===== config.mk =====
export PLATFORM = sky130hd
export DESIGN_NAME = lcd_nibble_receiver_flat
export DESIGN_NICKNAME = d
export VERILOG_FILES = /design/src/rtl/lcd_nibble_receiver_if.sv /design/src/rtl/lcd_nibble_receiver.sv /design/src/flat_wrapper.sv
export SDC_FILE = /design/constraint.sdc
export NUM_CORES = 1
export LEC_CHECK = 0
export BUFFER_PORTS_ARGS = -buffer_cell sky130_fd_sc_hd__buf_2
export CAP_MARGIN = 20
export CORE_MARGIN = 4
export CORE_UTILIZATION = 60
export CTS_BUF_LIST = sky130_fd_sc_hd__clkbuf_4 sky130_fd_sc_hd__clkbuf_8
export DETAILED_ROUTE_END_ITERATION = 6
export PLACE_DENSITY_LB_ADDON = 0.1
export SLEW_MARGIN = 20
export SYNTH_ARGS = -nofsm -noshare
export SYNTH_HDL_FRONTEND = slang
export SYNTH_SLANG_ARGS = --single-unit
export TNS_END_PERCENT = 30

===== constraint.sdc =====
create_clock -name clk -period 2.8 [get_ports clk]
set_clock_uncertainty 0.15 [all_clocks]
set_input_delay 0.28 -clock clk [delete_from_list [all_inputs] [get_ports clk]]
set_output_delay 0.28 -clock clk [all_outputs]
set_load 0.01 [all_outputs]

===== src/rtl/lcd_nibble_receiver_if.sv =====
// rtl/lcd_nibble_receiver_if.sv - 4-bit character-LCD bus as driven by the print block
// The print block is the master; the receiver/decoder observes the bus as slave.
interface lcd_nibble_receiver_if;
   logic sf_e;
   logic e;
   logic rs;
   logic rw;
   logic d;
   logic c;
   logic b;
   logic a;

   modport master (output sf_e, e, rs, rw, d, c, b, a);
   modport slave  (input  sf_e, e, rs, rw, d, c, b, a);
endinterface


===== src/rtl/lcd_nibble_receiver.sv =====
// rtl/lcd_nibble_receiver.sv - LCD-controller-side nibble receiver, command decoder and display RAM
// Nibbles are taken on the falling edge of e using the bus values held while e was high.
module lcd_nibble_receiver #(
   parameter int          AW       = 4,
   parameter logic [7:0]  CLR_CHAR = 8'h20
) (
   input  logic                 clk,
   input  logic                 rst_n,
   lcd_nibble_receiver_if.slave lcd,
   input  logic [AW-1:0]        rd_addr,
   output logic [7:0]           rd_data,
   output logic                 char_valid,
   output logic [7:0]           char_data,
   output logic [AW-1:0]        char_addr,
   output logic                 cmd_valid,
   output logic [7:0]           cmd_byte,
   output logic                 mode_4bit,
   output logic                 disp_on,
   output logic [AW-1:0]        cur_addr,
   output logic                 busy,
   output logic                 proto_err
);
   localparam int DEPTH = 1 << AW;

   typedef enum logic [1:0] {INIT8, NIB_HI, NIB_LO} state_t;

   state_t          state;
   logic            e_q;
   logic [5:0]      bus_q;
   logic [3:0]      hi_nib;
   logic            hi_rs;
   logic            dir_inc;
   logic [AW-1:0]   sweep_addr;
   logic [7:0]      mem [DEPTH];

   logic            strobe;
   logic            rs_q;
   logic            rw_q;
   logic [3:0]      nib_q;
   logic [7:0]      byte_v;
   logic            wr_data;

   assign strobe  = e_q & ~lcd.e & lcd.sf_e;
   assign {rs_q, rw_q, nib_q} = bus_q;
   assign byte_v  = {hi_nib, nib_q};
   assign wr_data = strobe && !rw_q && !busy && (state == NIB_LO) && hi_rs && rs_q;

   // Sweep and data writes never coincide: strobes are refused while busy.
   always_ff @(posedge clk) begin
      if (rst_n && busy) begin
         mem[sweep_addr] <= CLR_CHAR;
      end else if (rst_n && wr_data) begin
         mem[cur_addr] <= byte_v;
      end
   end

   always_ff @(posedge clk) begin
      if (!rst_n) begin
         e_q        <= 1'b0;
         bus_q      <= '0;
         state      <= INIT8;
         hi_nib     <= '0;
         hi_rs      <= 1'b0;
         dir_inc    <= 1'b1;
         sweep_addr <= '0;
         busy       <= 1'b1;
         rd_data    <= '0;
         char_valid <= 1'b0;
         char_data  <= '0;
         char_addr  <= '0;
         cmd_valid  <= 1'b0;
         cmd_byte   <= '0;
         mode_4bit  <= 1'b0;
         disp_on    <= 1'b0;
         cur_addr   <= '0;
         proto_err  <= 1'b0;
      end else begin
         e_q        <= lcd.e;
         bus_q      <= {lcd.rs, lcd.rw, lcd.d, lcd.c, lcd.b, lcd.a};
         rd_data    <= mem[rd_addr];
         char_valid <= 1'b0;
         cmd_valid  <= 1'b0;
         proto_err  <= 1'b0;

         if (busy) begin
            sweep_addr <= sweep_addr + 1'b1;
            if (sweep_addr == AW'(DEPTH - 1)) busy <= 1'b0;
         end

         if (strobe && !rw_q) begin
            if (busy) begin
               proto_err <= 1'b1;
            end else begin
               case (state)
                  INIT8: begin
                     if (nib_q == 4'h2) begin
                        state     <= NIB_HI;
                        mode_4bit <= 1'b1;
                     end else if (nib_q != 4'h3) begin
                        proto_err <= 1'b1;
                     end
                  end
                  NIB_HI: begin
                     hi_nib <= nib_q;
                     hi_rs  <= rs_q;
                     state  <= NIB_LO;
                  end
                  default: begin
                     state <= NIB_HI;
                     if (hi_rs != rs_q) begin
                        proto_err <= 1'b1;
                     end else if (rs_q) begin
                        char_valid <= 1'b1;
                        char_data  <= byte_v;
                        char_addr  <= cur_addr;
                        cur_addr   <= dir_inc ? cur_addr + 1'b1 : cur_addr - 1'b1;
                     end else begin
                        cmd_valid <= 1'b1;
                        cmd_byte  <= byte_v;
                        if (byte_v == 8'h01) begin
                           cur_addr   <= '0;
                           dir_inc    <= 1'b1;
                           busy       <= 1'b1;
                           sweep_addr <= '0;
                        end else if (byte_v[7:1] == 7'b0000001) begin
                           cur_addr <= '0;
                        end else if (byte_v[7:2] == 6'b000001) begin
                           dir_inc <= byte_v[1];
                        end else if (byte_v[7:3] == 5'b00001) begin
                           disp_on <= byte_v[2];
                        end else if (byte_v[7:5] == 3'b001) begin
                           // DL=1 means the host is restarting the 3,3,3,2 wake-up sequence.
                           if (byte_v[4]) begin
                              state     <= INIT8;
                              mode_4bit <= 1'b0;
                           end
                        end else if (byte_v[7]) begin
                           cur_addr <= byte_v[AW-1:0];
                        end
                     end
                  end
               endcase
            end
         end
      end
   end
endmodule


===== src/flat_wrapper.sv =====
// flat-port wrapper written by rule: the top's interface ports become plain ports
module lcd_nibble_receiver_flat 
#(
   parameter int          AW       = 4,
   parameter logic [7:0]  CLR_CHAR = 8'h20
)
  (clk, rst_n, rd_addr, rd_data, char_valid, char_data, char_addr, cmd_valid, cmd_byte, mode_4bit, disp_on, cur_addr, busy, proto_err, lcd_sf_e, lcd_e, lcd_rs, lcd_rw, lcd_d, lcd_c, lcd_b, lcd_a);
  lcd_nibble_receiver_if lcd_i ();
  input  logic clk;
  input  logic rst_n;
  input  logic [AW-1:0] rd_addr;
  output logic [7:0] rd_data;
  output logic char_valid;
  output logic [7:0] char_data;
  output logic [AW-1:0] char_addr;
  output logic cmd_valid;
  output logic [7:0] cmd_byte;
  output logic mode_4bit;
  output logic disp_on;
  output logic [AW-1:0] cur_addr;
  output logic busy;
  output logic proto_err;
  input wire logic [$bits(lcd_i.sf_e)-1:0] lcd_sf_e;
  input wire logic [$bits(lcd_i.e)-1:0] lcd_e;
  input wire logic [$bits(lcd_i.rs)-1:0] lcd_rs;
  input wire logic [$bits(lcd_i.rw)-1:0] lcd_rw;
  input wire logic [$bits(lcd_i.d)-1:0] lcd_d;
  input wire logic [$bits(lcd_i.c)-1:0] lcd_c;
  input wire logic [$bits(lcd_i.b)-1:0] lcd_b;
  input wire logic [$bits(lcd_i.a)-1:0] lcd_a;
  assign lcd_i.sf_e = lcd_sf_e;
  assign lcd_i.e = lcd_e;
  assign lcd_i.rs = lcd_rs;
  assign lcd_i.rw = lcd_rw;
  assign lcd_i.d = lcd_d;
  assign lcd_i.c = lcd_c;
  assign lcd_i.b = lcd_b;
  assign lcd_i.a = lcd_a;
  lcd_nibble_receiver #(.AW(AW), .CLR_CHAR(CLR_CHAR)) u_core (.clk(clk), .rst_n(rst_n), .lcd(lcd_i), .rd_addr(rd_addr), .rd_data(rd_data), .char_valid(char_valid), .char_data(char_data), .char_addr(char_addr), .cmd_valid(cmd_valid), .cmd_byte(cmd_byte), .mode_4bit(mode_4bit), .disp_on(disp_on), .cur_addr(cur_addr), .busy(busy), .proto_err(proto_err));
endmodule

==> flow_summary.toml, run 1 <==
[final_layout]
final_layout_size_suffix_gt1_frac = 0.258
diodes = 0
regArea_um2 = 4980
nets = 571
areaGrowthSynthToFinish_pct = 13.5
multi_input_area_um2 = 2230
fill_cells = 832

[hold_path]
hold_depth = 2
hold_class = "primary input to flop"
hold_end = "u_core.mode_4bit"
min_from = "rst_n"

[timing]
period_share = 0.940
setup_slack_ns = 0.169
hold_viol_final = 0
tns_ns = 0
worst_pin_slew_ns = 0.781
rsz0062_at_grt = "no"
finalSetupViolCount = 0
timing.fmax_mhz = 380
relSlewSlack = 0.477
fin_crit_ns = 2.63
slew_viol_final = 0

[route]
drt_first_pass_iters = 5
drtAntennaViolNets = 0
routed_wl_um = 15000
drcViolationCount = 0
viasPerCell = 5.95
vias = 4233
drtIter0Drc = 429
wl_per_cell_um = 21.1

[cts]
clock_path_buffers = 2
clkTransAtPathRegs_ns = 0.08
cts_inserted_buffers = 17
cts_sinks = 185
htreeDepth = 4
clkLatencyLatePin_ns = 0.45
postCtsSetupBuffers = 0
cts_tree = "yes"
post_cts_resized = 0
ctsRootBufferMaster = "clkbuf_8"
hold_buffers = 7

[placed_design]
dp_slack_ns = 0.228
place_hpwl_um = 10200
gp_congestion = 0.861
port_buffers = 51

[synth]
synth_mux_area_frac = 0.152
synth_edf_count = 128
synth_area_per_cell_um2 = 15.4
yosysUniqueCellTypes = 50
netlist_area_um2 = 7380
ys_async_sr_fraction = 0
synth_top_family_by_area = "multiplexers"
synth_xor_area_frac = 0.00593
syn_inst = 478
synth_area_leaders = "edfxtp_1, dfxtp_1, mux4_2, mux2i_1, nor2_1"
yosys.area.top_type = "edfxtp_1"
yosysSeqAreaShare = 0.675
ys_ff_latch = 185
synth_top_area_frac = 0.521
synth_compound_area_frac = 0.0412
synth_nets = 497
synthSimpleGateAreaFrac = 0.0937
synth_ff_type = "edfxtp_1"
ys_warn_count = 0
synth-adder-area-share = 0.00949

[critical_path]
start_kind = "primary input"
crit_type = "primary input to flop"
r2r_cells = 6
cp.arrival_ns = 2.57
reg2reg_slack_ns = 0.29
r2r_end = "u_core.mem[8][2]"
setup.worst_path.end_class = "flop"
crit_path_max_fanout = 16
worstPathRequired_ns = 2.74
r2r_start = "u_core.bus_q[5]"

[floorplanning]
fp.dieH_um = 119
die-width_um = 119
core_um2 = 12000
start_util = 0.615
rows = 40
ios = 52
dieArea_um2 = 14100

[global_routing]
grt_pass1_vias = 4311
grt_pass1_wl_um = 23900
grt_usage = 0.226
antenna_found_initial = 0
grt_max_degree = 38
gr-total-overflow = 0

[pwr]
p_leak_nw = 3.26
peakVddDrop_v = 0.000262
power-per-cell-area_nw_per_um2 = 603

[outcome]
outcome = "completed"

[run]
cap_violations = 0
how the worst max path moves through the flow:
stage / startpoint / end / slack (ns) / cells past startpoint
2_1_floorplan: u_core.bus_q[4] / u_core.mem[11][0] / 0.48 / 5
3_3_place_gp: lcd_e / u_core.mem[5][6] / 0.38 / 6
3_5_place_dp: lcd_e / u_core.mem[4][4] / 0.23 / 6
4_1_cts: lcd_e / u_core.mem[8][2] / 0.20 / 7
5_1_grt: lcd_e / u_core.mem[9][0] / 0.05 / 7
6_report: lcd_e / u_core.mem[8][2] / 0.17 / 7
kinds of logic (layout without fill, tap and decap cells):
family          count (synthesis)  after routing
xor+xnor                        5              5
flops                         185            185
mux                            76             76
compound gates                 40             40
fa+ha+maj                       5              5
simple gates                  135            135
buf+inv                        32            119
critical path, stage by stage:
cell and delay [ns]:
dlygate4sd3_1 0.53, buf_2 0.13, nand4bb_1 0.25, nor4_4 0.28, buf_4 0.25, a31oi_1 0.18
nor2_1 0.66
registers in the layout (all words and copies together) (netlist names), 2 cells and up:
name               cells
u_core.hi_nib          4
u_core.cur_addr        4
u_core.sweep_addr      4
u_core.char_addr       4
u_core.mem           128
u_core.char_data       8
u_core.state           2
u_core.cmd_byte        8
u_core.rd_data         8
u_core.bus_q           6
through the flow:
step | util | hold WS [ns] | cells | power, W | cell area, µm²
after floorplan | - | 0.252 | 478 | 0.00316 | 7380
after global placement | 0.655 | 0.307 | 673 | 0.00322 | 7870
after detailed placement | 0.655 | 0.309 | 673 | 0.00323 | 7870
after CTS | 0.698 | 0.0290 | 712 | 0.00508 | 8380
after global routing | 0.698 | 0.0482 | 712 | 0.00524 | 8380
final | 0.698 | 0.0531 | 712 | 0.00505 | 8380
where the power goes:
group | switching (W) | internal [W] | leakage [nW] | total, W
clock network | 0.000918 | 0.000965 | 0.216 | 0.00188
registers | 0.0000247 | 0.00292 | 1.81 | 0.00295
logic | 0.000123 | 0.0000983 | 1.23 | 0.000221
placed cells by master, fill, tap and decap left out, types with 2 or more instances in the layout:
master / instances
clkbuf_8: 20
xnor2_1: 2
o211ai_1: 3
buf_2: 51
nand2b_1: 5
dlygate4sd3_1: 7
nor2_1: 56
bufinv_16: 3
xor2_1: 3
clkinvlp_4: 2
nand3_1: 6
mux4_2: 29
a21o_1: 2
o22ai_1: 5
clkinv_4: 6
nor3b_1: 3
nor3_1: 5
a32oi_1: 3
ha_1: 4
or2_2: 2
nand2_1: 20
edfxtp_1: 128
mux2i_1: 46
a31oi_1: 7
dfxtp_1: 57
a21oi_1: 8
and2_1: 16
buf_4: 22
inv_1: 4
nor2b_1: 6
a311oi_1: 3
nand4_1: 7
nor4_1: 2
a211oi_1: 2
routing by layer:
| metal | track usage | share of wire |
|---|---|---|
| met1 | 0.302 | 0.43 |
| met2 | 0.369 | 0.50 |
| met3 | 0.0465 | 0.055 |
| met4 | 0.0854 | 0.019 |
| met5 | 0 | 0 |
cells in the mapped netlist, types with 2 or more instances:
cell type / instances
a311oi_1: 3
inv_1: 4
nand3_1: 6
mux4_2: 29
nor4_1: 2
clkbuf_1: 13
edfxtp_1: 128
a21o_1: 2
nand2_1: 20
mux2i_1: 46
ha_1: 4
buf_2: 9
a31oi_1: 7
nand4_1: 7
dfxtp_1: 57
buf_6: 2
nor3_1: 5
o22ai_1: 5
xor2_1: 3
nor3b_1: 3
and2_1: 16
nor2_1: 56
a21oi_1: 8
xnor2_1: 2
nand2b_1: 5
o211ai_1: 3
a32oi_1: 3
nor2b_1: 6
or2_2: 2
a211oi_1: 2
final cells by class:
| class | instances | share of cell area |
|---|---|---|
| clock inverters | 12 | 0.0199 |
| well taps | 147 | 0.0220 |
| multi-input cells | 261 | 0.267 |
| flip-flops and latches | 185 | 0.595 |
| inverters | 6 | 0.00269 |
| repair buffers | 81 | 0.0609 |
| clock buffers | 20 | 0.0329 |
No activity file was read; power rests on OpenSTA's default activity.
==> run 2: changes to the inputs <==
- BUFFER_PORTS_ARGS: -buffer_cell sky130_fd_sc_hd__buf_2 -> not set
- DONT_BUFFER_PORTS: not set -> 1
==> flow_summary.toml, run 2 (synthesis gave the netlist of run 1 again) <==
[floorplanning]
die-width_um = 119
core_um2 = 12000
fp.dieH_um = 119
start_util = 0.615
dieArea_um2 = 14100
rows = 40
ios = 52

[timing]
slew_viol_final = 0
rsz0062_at_grt = "no"
tns_ns = 0
period_share = 0.910
finalSetupViolCount = 0
hold_viol_final = 0
worst_pin_slew_ns = 0.897
relSlewSlack = 0.400
timing.fmax_mhz = 393
fin_crit_ns = 2.55

[route]
drt_first_pass_iters = 5
drcViolationCount = 0
routed_wl_um = 15700
wl_per_cell_um = 23.6
drtAntennaViolNets = 0
viasPerCell = 6.24
vias = 4143
drtIter0Drc = 424

[final_layout]
nets = 523
layout_common_cells = "edfxtp_1, dfxtp_1, nor2_1"
regMostFlops = "u_core.mem"
largest_register_ffs = 128
regArea_um2 = 4980
multi_input_area_um2 = 2230
fill_cells = 847
final_layout_size_suffix_gt1_frac = 0.178
diodes = 0
stdcell_area_um2 = 8090
mostFrequentLayoutCell = "edfxtp_1"
areaGrowthSynthToFinish_pct = 9.58

[global_routing]
grt_usage = 0.233
grt_pass1_vias = 4121
grt_max_degree = 38
grt_pass1_wl_um = 24200
antenna_found_initial = 0
gr-total-overflow = 0

[pwr]
peakVddDrop_v = 0.000338
p_total_w = 0.00485
power-per-cell-area_nw_per_um2 = 599
p_leak_nw = 2.99

[critical_path]
r2r_start = "u_core.bus_q[4]"
start_kind = "flop"
r2r_end = "u_core.mem[8][1]"
crit_type = "flop to flop"
r2r_cells = 5
worstPathRequired_ns = 2.74
setup.worst_path.end_class = "flop"
cp.arrival_ns = 2.49
reg2reg_slack_ns = 0.25
crit_path_max_fanout = 14

[cts]
ctsRootBufferMaster = "clkbuf_8"
clock_path_buffers = 2
clkLatencyLatePin_ns = 0.46
cts_inserted_buffers = 17
cts_sinks = 185
cts_tree = "yes"
htreeDepth = 4
clkTransAtPathRegs_ns = 0.08

[outcome]
outcome = "completed"

[placed_design]
placed_area_um2 = 7580
place_hpwl_um = 10500
gp_congestion = 0.868
port_buffers = 0

[hold_path]
hold_class = "primary input to flop"
min_from = "rd_addr[0]"
hold_end = "u_core.rd_data[3]"
hold_depth = 4

[run]
cap_violations = 0
-- run 2: changes by cell type in the layout (fill, tap and decap cells not counted), sizes merged --
cell,change
dlygate4sd3,+6
bufinv,-1
buf,-54
clkinvlp,+1
clkbuf,-1
clkinv,+1
-- run 2: worst max-delay path by stage --
stage                              to             from  slack (ns)
CTS                  u_core.mem[5][5]  u_core.bus_q[4]        0.21
global placement     u_core.mem[4][1]  u_core.bus_q[4]        0.31
floorplan           u_core.mem[11][0]  u_core.bus_q[4]        0.48
finish               u_core.mem[8][1]  u_core.bus_q[4]        0.25
global route         u_core.mem[5][6]  u_core.bus_q[4]        0.04
detailed placement   u_core.mem[5][6]  u_core.bus_q[4]        0.25
-- run 2: critical path, cell delays in order (launching register included) --
cell,delay (ns)
dfxtp_1,0.30
nand4bb_1,0.29
nor4_4,0.37
buf_4,0.25
a31oi_1,0.19
nor2_1,0.64
-- run 2: layout make-up --
class,count,area share
Clock buffer,19,0.0316
Clock inverter,13,0.0158
Inverter,6,0.00278
Multi-Input combinational cell,261,0.276
Sequential cell,185,0.616
Tap cell,147,0.0227
Timing Repair Buffer,33,0.0346
-- run 2: report_power, final --
part | switching (W) | total [W] | internal (W)
registers | 0.0000296 | 0.00295 | 0.00292
clock network | 0.000893 | 0.00171 | 0.000816
logic | 0.0000943 | 0.000185 | 0.0000907
total | 0.00102 | 0.00485 | 0.00383
-- run 2: per-stage QoR --
step                 util  cells  hold slack, ns  setup slack (ns)
detailed placement  0.631    619           0.257             0.250
global placement    0.631    619           0.256             0.312
CTS                 0.673    664         0.00793             0.211
global route        0.673    664          0.0418            0.0397
floorplan               -    478           0.252             0.478
finish              0.673    664          0.0399             0.253
-- run 2: per-layer routing --
metal,track usage,routed length [µm]
met3,0.0641,1240
met4,0.0804,270
met5,0,0
met1,0.316,6450
met2,0.368,7690
-- run 2: what timing repair did --
action,CTS,global route
gates resized for setup,0,0
endpoints found under the hold margin,23,0
hold buffers,13,0
endpoints found under the setup margin,0,0
setup buffers,0,0
